### config.mk
export PLATFORM = sky130hd
export DESIGN_NAME = uart_tx
export DESIGN_NICKNAME = d
export VERILOG_FILES = /design/src/rtl/uart_pkg.sv /design/src/rtl/uart_baud_gen.sv /design/src/rtl/uart_tx.sv
export SDC_FILE = /design/constraint.sdc
export NUM_CORES = 1
export LEC_CHECK = 0
export ABC_CLOCK_PERIOD_IN_PS = 2300
export CORE_MARGIN = 8
export CORE_UTILIZATION = 25
export DETAILED_ROUTE_END_ITERATION = 8
export HOLD_SLACK_MARGIN = 0.15
export PLACE_DENSITY = 0.45
export SYNTH_ARGS = -nofsm -noshare
export SYNTH_HDL_FRONTEND = slang
export SYNTH_SLANG_ARGS = --single-unit
### constraint.sdc
create_clock -name clock -period 2.3 [get_ports clock]
set_input_delay 0.345 -clock clock [delete_from_list [all_inputs] [get_ports clock]]
set_output_delay 0.345 -clock clock [all_outputs]
set_load 0.01 [all_outputs]
### src/rtl/uart_pkg.sv
// Shared UART definitions: FSM state encoding, parity modes and default line timing.
// Used by both the transmitter and the receiver.
package uart_pkg;

   localparam int DEFAULT_CLK_HZ = 50_000_000;
   localparam int DEFAULT_BAUD   = 9600;

   localparam int PARITY_NONE = 0;
   localparam int PARITY_EVEN = 1;
   localparam int PARITY_ODD  = 2;

   typedef enum logic [2:0] {
      ST_IDLE   = 3'd0,
      ST_START  = 3'd1,
      ST_DATA   = 3'd2,
      ST_PARITY = 3'd3,
      ST_STOP   = 3'd4
   } uart_state_t;

   // Even mode makes the total count of ones even; odd mode makes it odd.
   function automatic logic parity_bit(input logic [7:0] data, input int mode);
      return (mode == PARITY_ODD) ? ~^data : ^data;
   endfunction

endpackage

### src/rtl/uart_baud_gen.sv
// Bit-period timer: strobes bit_end_o on the last clock of every ClocksPerBit-long period.
// A synchronous clear realigns the period to the accept cycle of a new frame.
module uart_baud_gen #(
   parameter int ClocksPerBit = 5208
) (
   input  logic clock,
   input  logic reset,
   input  logic clear_i,
   input  logic enable_i,
   output logic bit_end_o
);

   localparam int CntW = (ClocksPerBit > 2) ? $clog2(ClocksPerBit) : 1;
   localparam logic [CntW-1:0] LastCnt = CntW'(ClocksPerBit - 1);

   logic [CntW-1:0] cnt_q;
   logic [CntW-1:0] cnt_d;

   always_comb begin
      cnt_d = cnt_q;
      if (clear_i) begin
         cnt_d = '0;
      end else if (enable_i) begin
         cnt_d = (cnt_q == LastCnt) ? '0 : cnt_q + CntW'(1);
      end
   end

   always_ff @(posedge clock or negedge reset) begin
      if (!reset) begin
         cnt_q <= '0;
      end else begin
         cnt_q <= cnt_d;
      end
   end

   assign bit_end_o = enable_i && (cnt_q == LastCnt);

endmodule

### src/rtl/uart_tx.sv
// UART transmitter: start bit, 8 data bits LSB first, optional parity, 1 or 2 stop bits.
// Handshake: a byte transfers on a rising edge where send and ready are both high; send must hold with data_in stable until then.
module uart_tx
   import uart_pkg::*;
#(
   parameter int FrequenciaClock = DEFAULT_CLK_HZ,
   parameter int BaudRate        = DEFAULT_BAUD,
   parameter int ClocksPerBit    = FrequenciaClock / BaudRate,
   parameter int Parity          = PARITY_NONE,
   parameter int StopBits        = 1
) (
   input  logic        clock,
   input  logic        reset,
   input  logic [7:0]  data_in,
   input  logic        send,
   output logic        ready,
   output logic        tx,
   output logic        busy,
   output logic        done,
   output uart_state_t dbg_state_o
);

   localparam logic LastStop = (StopBits == 2);

   uart_state_t state_q;
   logic [7:0]  shift_q;
   logic [2:0]  bit_cnt_q;
   logic        stop_cnt_q;
   logic        par_q;
   logic        tx_q;
   logic        ready_q;
   logic        done_q;

   logic accept;
   logic bit_end;

   assign accept = (state_q == ST_IDLE) && send && ready_q;

   uart_baud_gen #(
      .ClocksPerBit(ClocksPerBit)
   ) u_baud (
      .clock    (clock),
      .reset    (reset),
      .clear_i  (accept),
      .enable_i (state_q != ST_IDLE),
      .bit_end_o(bit_end)
   );

   // tx is loaded with the next bit's level on the edge that ends the current bit.
   always_ff @(posedge clock or negedge reset) begin
      if (!reset) begin
         state_q    <= ST_IDLE;
         shift_q    <= '0;
         bit_cnt_q  <= '0;
         stop_cnt_q <= 1'b0;
         par_q      <= 1'b0;
         tx_q       <= 1'b1;
         ready_q    <= 1'b1;
         done_q     <= 1'b0;
      end else begin
         done_q <= 1'b0;
         case (state_q)
            ST_IDLE: begin
               tx_q    <= 1'b1;
               ready_q <= 1'b1;
               if (accept) begin
                  shift_q    <= data_in;
                  par_q      <= parity_bit(data_in, Parity);
                  bit_cnt_q  <= '0;
                  stop_cnt_q <= 1'b0;
                  tx_q       <= 1'b0;
                  ready_q    <= 1'b0;
                  state_q    <= ST_START;
               end
            end
            ST_START: begin
               if (bit_end) begin
                  tx_q    <= shift_q[0];
                  state_q <= ST_DATA;
               end
            end
            ST_DATA: begin
               if (bit_end) begin
                  shift_q   <= {1'b0, shift_q[7:1]};
                  bit_cnt_q <= bit_cnt_q + 3'd1;
                  if (bit_cnt_q == 3'd7) begin
                     if (Parity != PARITY_NONE) begin
                        tx_q    <= par_q;
                        state_q <= ST_PARITY;
                     end else begin
                        tx_q    <= 1'b1;
                        state_q <= ST_STOP;
                     end
                  end else begin
                     tx_q <= shift_q[1];
                  end
               end
            end
            ST_PARITY: begin
               if (bit_end) begin
                  tx_q    <= 1'b1;
                  state_q <= ST_STOP;
               end
            end
            ST_STOP: begin
               if (bit_end) begin
                  if (stop_cnt_q == LastStop) begin
                     ready_q <= 1'b1;
                     done_q  <= 1'b1;
                     state_q <= ST_IDLE;
                  end else begin
                     stop_cnt_q <= 1'b1;
                  end
               end
            end
            default: begin
               tx_q    <= 1'b1;
               ready_q <= 1'b1;
               state_q <= ST_IDLE;
            end
         endcase
      end
   end

   assign tx          = tx_q;
   assign ready       = ready_q;
   assign busy        = ~ready_q;
   assign done        = done_q;
   assign dbg_state_o = state_q;

endmodule

After elaboration in Yosys (flattened, before gate mapping)
Cells that the tools add are included.

Register bits after elaboration: 31. Latch bits: 0. Memory bits (writable): 0. Memory bits (read-only): 0. Input bits: 11. Output and inout bits: 7. Logic and storage cells: 73. Memories: 0.

Add/subtract/negate cells: 2. Multipliers: 0. Divide/modulo/power cells: 0. $lt $le $gt $ge: 0. Equality and inequality tests: 13. Shift operators: 0. Muxes and demuxes: 33. Bitwise logic cells: 3. Reduce and logical (&&, ||, !) cells: 14.

Operators with widths (number): 2-to-1 mux 13 bit (3); 2-to-1 mux 3 bit (9); 2-to-1 mux 8 bit (2); case mux 8 bit (2 select lines) (1); case mux 3 bit (5 select lines) (1); != test 2 bit, second input constant (7); adder 13 x 1 -> 13 bit, second input constant (1); equality test 13 bit, second input constant (1); 2-to-1 mux 1 bit (13); AND reduction 3 bit (3); AND reduction 7 bit (1); equality test 3 x 2 -> 1 bit, second input constant (2); equality test 3 bit, second input constant (2); case mux 3 bit (2 select lines) (1); nonzero test 2 bit (3); case mux 1 bit (5 select lines) (1); AND reduction 4 bit (1); adder 3 x 1 -> 3 bit, second input constant (1); equality test 3 x 1 -> 1 bit, second input constant (1); logical AND 1 bit (3); logical NOT 3 bit (1); NOT 1 bit (3); case mux 1 bit (3 select lines) (1); nonzero test 3 bit (1); other kinds (2) (2).

Longest topological paths before layout
Gate-level depths: netlist of run 1.

Depth in word-level cells: 5. Gate-level depth with buffers: 6. Gate-level depth less buffers: 5.

By module
A second synthesis of run 1 with hierarchy kept.

Cell total of the unflattened synthesis: 150. Area total of the unflattened synthesis: 1686.6 µm².

Modules (own cells, without submodules): uart_tx (times used 1, cells an instance 75, area an instance 940.9 µm², sequential area each 427.9 µm²); uart_baud_gen (times used 1, cells an instance 75, area an instance 745.7 µm², sequential area each 325.3 µm²).

Worst setup path after synthesis of run 1
Ideal clock, no wire load.

Kind: register -> register. Start point: reg u_baud.cnt_q[0]. End point: reg u_baud.cnt_q[5]. Library setup time: 82 ps. Arrival: 1656 ps. Data required time: 2218 ps. Setup slack: 562 ps. Stages on the path, launching flop included: 7. Path buffers: 1. Period minus slack after synthesis: 1738 ps. Cells stage by stage: dfrtp_1 > ha_1 > and4_1 > and3_1 > buf_6 > or3_1 > a31oi_1.

Cells in the longest elaborated chain, start to end: 4. Elaborated cells between the ends (all ways): 5. Classes of those cells: 1 x add/sub; 1 x eq/ne; 3 x mux.

Ends and longest elaborated chain: from (decl) (RTL line uart_baud_gen.sv:16) `logic [CntW-1:0] cnt_q;`; from (signal assigned) (RTL line uart_baud_gen.sv:32) `cnt_q <= cnt_d;`; adder 13 x 1 -> 13 bit / equality test 13 bit (equally long branches) (RTL line uart_baud_gen.sv:24) `cnt_d = (cnt_q == LastCnt) ? '0 : cnt_q + CntW'(1);`; 2-to-1 mux 13 bit (*) (RTL line uart_baud_gen.sv:24); 2-to-1 mux 13 bit (*) (RTL line uart_baud_gen.sv:23) `end else if (enable_i) begin`; 2-to-1 mux 13 bit (*) (RTL line uart_baud_gen.sv:21) `if (clear_i) begin`.

Mark *: on every way between the ends. The rest lies on a longest branch, timed or not. The select of a mux whose other input is x is not followed. A chain may end at the register's enable or synchronous reset.

Worst setup path after layout of run 1
Ends and elaborated chain as after synthesis.

==> summary.md, run 1 <==
| Metric | Value |
|---|---|
| Outcome | completed |
| Crit start category | flip-flop |
| Syn avg cell area | 10.4 sq um |
| Syn nets | 173 |
| LEAKAGE | 0.792 nW |
| Critical path class | reg -> reg |
| Max Buffers Root-to-Sink | 2 |
| CP max FO | 10 |
| Gp weighted congestion | about 0.82 |
| Mean routed wirelength per cell | roughly 15 microns |
| Cts hold-fix bufs | 0 |
| RSZ-0062 raised after global routing | false |
| Period minus WS final | ~2 ns |
| First-pass GRT wire length | slightly above 7000 microns |
| Top post-synthesis cells by count | dfrtp_1, a31oi_1, mux2_2 |
| # rows | 29 |
| GRT Resource Usage Total | about 8.9% |
| Antenna Cells | 0 |
| Worst IR drop on VDD | 0.299 mV |
| Crit path max-delay cell type | or3_1 |
| TritonCTS Sinks | 30 |
| Power density cells | 536 mW/mm^2 |
| Core ar. | 0.00639 sq mm |
| 1st-iter DRT viols | 48 |
| Die extent in x | ~97 microns |
| Later-pin clock latency in the skew report | approximately 0.28 ns |
| ANT nets after route | 0 |
| Drt drc | 0 |
| Largest net degree at the start of global routing | 31 |
| Syn Inst Count | roughly 160 |
| Synth top area cells | dfrtp_1, mux2_2, a31oi_1, nand3_1, dfstp_2 |
| Fraction of layout cells with a size suffix above 1 | between 20 and 25% |
| #FFs+latches synth | 30 |
| Number of global-route vias before repair | 1405 |
| Buf/Inv on CP | 0 |
| CP endpoint kind | flip-flop |
| Top cell type's share of synthesized area | a little over two fifths |
| Cell breakdown of the critical path | ha_1, and4_1, and3_1, or3_1, a31oi_1 |
| Mapped Area | ~0.0017 sq mm |
| Crit Reg-Reg Startpoint | u_baud.cnt_q[0]$_DFFE_PN0N_ |
| CTS tree | yes |
| Flop2flop setup slack | between 0.3 and 0.4 ns |
| Post-cts sizing count | 0 |
| Async SR Flop Fraction | between 90% and 100% |
| Worst path top cell family by delay | simple AND/OR/NAND/NOR gates |
| Drt pass-1 iters | 4 |
| HPWL Detailed | ~2900 microns |
| Die area | 0.00950 sq mm |
| HP Class | in -> async |
| Total Routed Length | between 3000 and 4000 microns |
| Clock transition at the registers of the reported paths | roughly 0.07 ns |
| Util after Layout | between 30% and 40% |
| Vias | between 1000 and 1500 |
| Initial antenna violation count | 0 |
| Critical Path Max Stage Delay | around 0.42 ns |
| Vias per cell | slightly above 5 |
| Worst-Margin Slew | around 0.57 ns |
| H-tree depth | 2 |
| GR Overflow Total | 0 |
| FF-to-FF End | u_baud.cnt_q[5]$_DFFE_PN0N_ |
| Setup TNS | 0 ns |
| # setup viols final | 0 |
| FF-to-FF path depth | 5 |
| Most frequent cell after synthesis | dfrtp_1 |
| CTS Root Cell | clkbuf_8 |
| CTS buffer count | 5 |
| Clk_skew | 0.00564 ns |
| Fmax | approximately 500 MHz |
| Final hold violation count | 0 |
| Yosys warnings | 0 |
| Synthesis-to-finish area growth | 21.3% |
| Final Max Tran Viols | 0 |
| Critical path data required time | about 2.5 ns |
| Post-CTS setup buffer count | 0 |
| Rel. slew slack | about three fifths |
| # port buffers | 17 |
| Crit path DAT | between 2 and 2.5 ns |
| Max-cap violations | 0 |
| Crit share post-route | a little under nine tenths |
| Main synth FF type | dfrtp_1 |
| Library cells used by synthesis | 44 |
| Dominant cell type by area after synthesis | dfrtp_1 |
| Initial Util | between 20% and 30% |
| Chip Height | 97.5 microns |
| WHS | approximately 0.45 ns |
| Total power | around 1.1 mW |
| Number of synthesized flops with an enable pin | 0 |
| Io pins | 18 |
| Sequential area share after synthesis | a little under half |
| # nets final | approximately 190 |
## cell families after synthesis
logic type	share of synthesized area (%)
multiplexers	9.50
buffers and inverters	4.15
AND/OR/NAND/NOR	22.5
flip-flops	45.4
XOR/XNOR	1.06
adder cells (fa/ha/maj)	2.26
AO/OA/AOI/OAI	15.1
## worst register-to-register path, stage by stage (launching register included)
cell and delay (ns):
dfrtp_1 0.41, ha_1 0.26, and4_1 0.29, and3_1 0.32, or3_1 0.42, a31oi_1 0.18
## report_power, final
group          total [mW]  internal (mW)  switching, mW
combinational      0.0424         0.0254         0.0170
sequential          0.538          0.534        0.00355
clock               0.498          0.302          0.196
## worst max-delay path by stage
stage / from / cells past startpoint / slack (ns) / endpoint
2_1_floorplan: u_baud.cnt_q[0]$_DFFE_PN0N_ / 6 / 0.56 / u_baud.cnt_q[5]$_DFFE_PN0N_
3_3_place_gp: u_baud.cnt_q[0]$_DFFE_PN0N_ / 5 / 0.38 / u_baud.cnt_q[5]$_DFFE_PN0N_
3_5_place_dp: u_baud.cnt_q[0]$_DFFE_PN0N_ / 5 / 0.35 / u_baud.cnt_q[5]$_DFFE_PN0N_
4_1_cts: u_baud.cnt_q[0]$_DFFE_PN0N_ / 5 / 0.34 / u_baud.cnt_q[5]$_DFFE_PN0N_
5_1_grt: u_baud.cnt_q[0]$_DFFE_PN0N_ / 5 / 0.13 / u_baud.cnt_q[6]$_DFFE_PN0N_
6_report: u_baud.cnt_q[0]$_DFFE_PN0N_ / 5 / 0.34 / u_baud.cnt_q[5]$_DFFE_PN0N_
## stage by stage
stage          cells  cell area [sq um]  worst slack, ns
2_1_floorplan    159               1660            0.562
3_5_place_dp     250               1900            0.350
6_report         258               2010            0.341
4_1_cts          258               2010            0.341
3_3_place_gp     250               1900            0.381
5_1_grt          258               2010            0.133
## area by class of cell
class,instances,area (sq um)
fill,675,4370
multi-input combinational,118,837
sequential,30,753
timing repair buffer,21,200
clock buffer,8,110
tap,77,96.3
inverter,4,15.0
## flip-flops by register name (all words and copies together) (netlist names)
register and flops:
tx 1, done 1, bit_cnt_q 3, ready 1, shift_q 8, u_baud.cnt_q 13
dbg_state_o 3
## layer usage
layer  wire [microns]  track usage (%)
met5                0                0
met4               53             2.80
met3              176             2.92
met2             1810             13.1
met1             1920             12.0
## cells in the final DEF (no fill, tap or decap), types with 2 or more instances in the layout
| cell type | n |
|---|---|
| a21oi_1 | 6 |
| o311ai_0 | 2 |
| xnor2_1 | 2 |
| clkdlybuf4s50_1 | 17 |
| clkbuf_8 | 8 |
| nor2_1 | 6 |
| and3_1 | 2 |
| or3_1 | 5 |
| o21ai_0 | 9 |
| nand4_1 | 2 |
| nand2_1 | 12 |
| nor2b_1 | 2 |
| a31oi_1 | 14 |
| dfrtp_1 | 28 |
| nor3_1 | 3 |
| mux2_2 | 14 |
| and2_1 | 2 |
| nor4b_4 | 2 |
| ha_1 | 3 |
| nand3_1 | 11 |
| nand3_2 | 2 |
| inv_1 | 4 |
| buf_4 | 4 |
| dfstp_2 | 2 |
No activity file was read; power rests on OpenSTA's default activity.
==> run 2, diff against run 1 <==
Settings changed: CELL_PAD_IN_SITES_DETAIL_PLACEMENT set to 0, CELL_PAD_IN_SITES_GLOBAL_PLACEMENT set to 1, PLACE_DENSITY 0.45 to 0.53.
==> summary.md, run 2 (synthesis gave the netlist of run 1 again) <==
| Metric | Value |
|---|---|
| Chip Height | 97.5 microns |
| Critical path data required time | 2.51 ns |
| CTS tree | yes |
| Gp weighted congestion | between 0.7 and 0.8 |
| GR Util met3 | between 2 and 2.5% |
| Design area | between 0.0015 and 0.002 sq mm |
| Area of placed instances | roughly 0.0019 sq mm |
| Period minus WS final | approximately 2.0 ns |
| Core ar. | 0.00639 sq mm |
| Cell breakdown of the critical path | nor4b_4, nand3_2, or3_1, a21oi_1 |
| CTS buffer count | 5 |
| Number of global-route vias before repair | between 1000 and 1500 |
| Die extent in x | 97.5 microns |
| Met1 usage in global routing | 10.6% |
| Clock transition at the registers of the reported paths | roughly 0.070 ns |
| LEAKAGE | between 0.7 and 0.8 nW |
| FF-to-FF path depth | 4 |
| Initial Util | roughly a quarter |
| Outcome | completed |
| Most frequent cells in the layout | dfrtp_1, clkdlybuf4s50_1, mux2_2, a31oi_1, nand2_1 |
| Clock power frac | 43.5% |
| CP max FO | 17 |
| Most common cell after layout, fill and taps aside | dfrtp_1 |
| Io pins | 18 |
| Biggest register | u_baud.cnt_q |
| First-pass GRT wire length | approximately 6800 microns |
| CTS Root Cell | clkbuf_8 |
| Sw frac | about 22% |
| Initial antenna violation count | 0 |
| Total power | about 1 mW |
| Post-CTS setup buffer count | 0 |
| Critical Path Max Stage Delay | between 0.4 and 0.5 ns |
| Most Used Layer, Global Route | met2 |
| Dpl ws | about 0.32 ns |
| Cts hold-fix bufs | 0 |
| Final WS setup | between 0.3 and 0.4 ns |
| CP endpoint kind | flip-flop |
| GRT Resource Usage Total | 8.65% |
| # rows | 29 |
| Final Max Tran Viols | 0 |
| # setup viols final | 0 |
| Met2 Use GR | 14.2% |
| Rel. slew slack | about 60% |
| Post-cts sizing count | 0 |
| Largest net degree at the start of global routing | 31 |
| Max Buffers Root-to-Sink | 2 |
| Largest register FFs | 13 |
| 1st-iter DRT viols | 56 |
| Critical path class | reg -> reg |
| TritonCTS Sinks | 30 |
| Logic pwr share | under 10% |
| Setup TNS | 0 ns |
| Die area | ~0.0095 sq mm |
| Total Routed Length | 4020 microns |
| Largest regs | u_baud.cnt_q x13, shift_q x8 |
| Sw Pwr | between 0.2 and 0.25 mW |
| Int Pwr | between 0.8 and 0.9 mW |
| Synthesis-to-finish area growth | 19.7% |
| H-tree depth | 2 |
| Worst-Margin Slew | about 0.6 ns |
| ANT nets after route | 0 |
| Crit share post-route | 85.6% |
| Max-cap violations | 0 |
| Fraction of layout cells with a size suffix above 1 | between 20% and 30% |
| Mean routed wirelength per cell | ~16 microns |
| Reg power frac | 52.4% |
| Crit path DAT | around 2.2 ns |
| Final hold violation count | 0 |
| Vias per cell | around 5 |
| Drt pass-1 iters | 4 |
| Crit start category | flip-flop |
| Crit path max-delay cell type | nor4b_4 |
| Later-pin clock latency in the skew report | 0.28 ns |
| RSZ-0062 raised after global routing | false |
| # nets final | 193 |
| Fmax | between 500 and 600 MHz |
| HP Class | in -> async |
| Clk_skew | roughly 0.0087 ns |
| Vias | 1300 |
| Drt drc | 0 |
| Worst IR drop on VDD | 0.206 mV |
| # port buffers | 17 |
| GR Overflow Total | 0 |
| HPWL Detailed | just under 3000 microns |
| Power density cells | about 520 mW/mm^2 |
| Antenna Cells | 0 |
-- run 2: area by class of cell --
class / count / area, sq um
fillers: 659 / 4400
multi-input cells: 118 / 837
flip-flops and latches: 30 / 753
repair buffers: 20 / 193
well taps: 77 / 96.3
clock buffers: 7 / 86.3
inverters: 4 / 15.0
clock inverters: 1 / 5.00
-- run 2: final timing paths --
| path | slack [ns] | to | startpoint |
|---|---|---|---|
| max in group asynchronous | 1.51 | tx$_DFFE_PN1P_ | reset |
| hold reg to reg | 0.50 | bit_cnt_q[0]$_DFFE_PN0P_ | bit_cnt_q[0]$_DFFE_PN0P_ |
| hold / removal | 0.45 | u_baud.cnt_q[8]$_DFFE_PN0N_ | reset |
| min in group clock | 0.50 | bit_cnt_q[0]$_DFFE_PN0P_ | bit_cnt_q[0]$_DFFE_PN0P_ |
| setup / recovery | 0.33 | dbg_state_o[1]$_DFFE_PN0P_ | u_baud.cnt_q[5]$_DFFE_PN0N_ |
| setup reg to reg | 0.33 | dbg_state_o[1]$_DFFE_PN0P_ | u_baud.cnt_q[5]$_DFFE_PN0N_ |
-- run 2: stage by stage --
step,hold WS (ns),util (%),cells
2_1_floorplan,0.0494,-,159
3_3_place_gp,0.488,29.7,249
3_5_place_dp,0.495,29.7,249
4_1_cts,0.477,31.1,257
5_1_grt,0.503,31.1,257
6_report,0.454,31.1,257
-- run 2: routing by layer --
metal | vias to the layer above | share of wire, %
li1 | 642 | -
met1 | 646 | 48
met2 | 10 | 50
met3 | 2 | 2.1
met4 | 0 | 0.62
met5 | - | 0
-- run 2: power groups by stage --
stage	Clock [mW]	Combinational [mW]	Sequential [mW]
3_5_place_dp	0	0.0445	0.547
2_1_floorplan	0	0.0119	0.546
6_report	0.446	0.0425	0.538
4_1_cts	0.460	0.0448	0.537
3_3_place_gp	0	0.0430	0.547
5_1_grt	0.479	0.0479	0.538
-- run 2: worst max-delay path: cells and delay by family (launching register included) --
family,cells,cell delay [ns]
AOI/OAI and AO/OA,1,0.14
and+or+nand+nor,3,1.29
DFF,1,0.46
==> run 3, diff against run 2 <==
Settings changed: CAP_MARGIN set to 20.
==> results of run 3 <==
The final DEF is identical to that of run 2; final timing and power are the same.
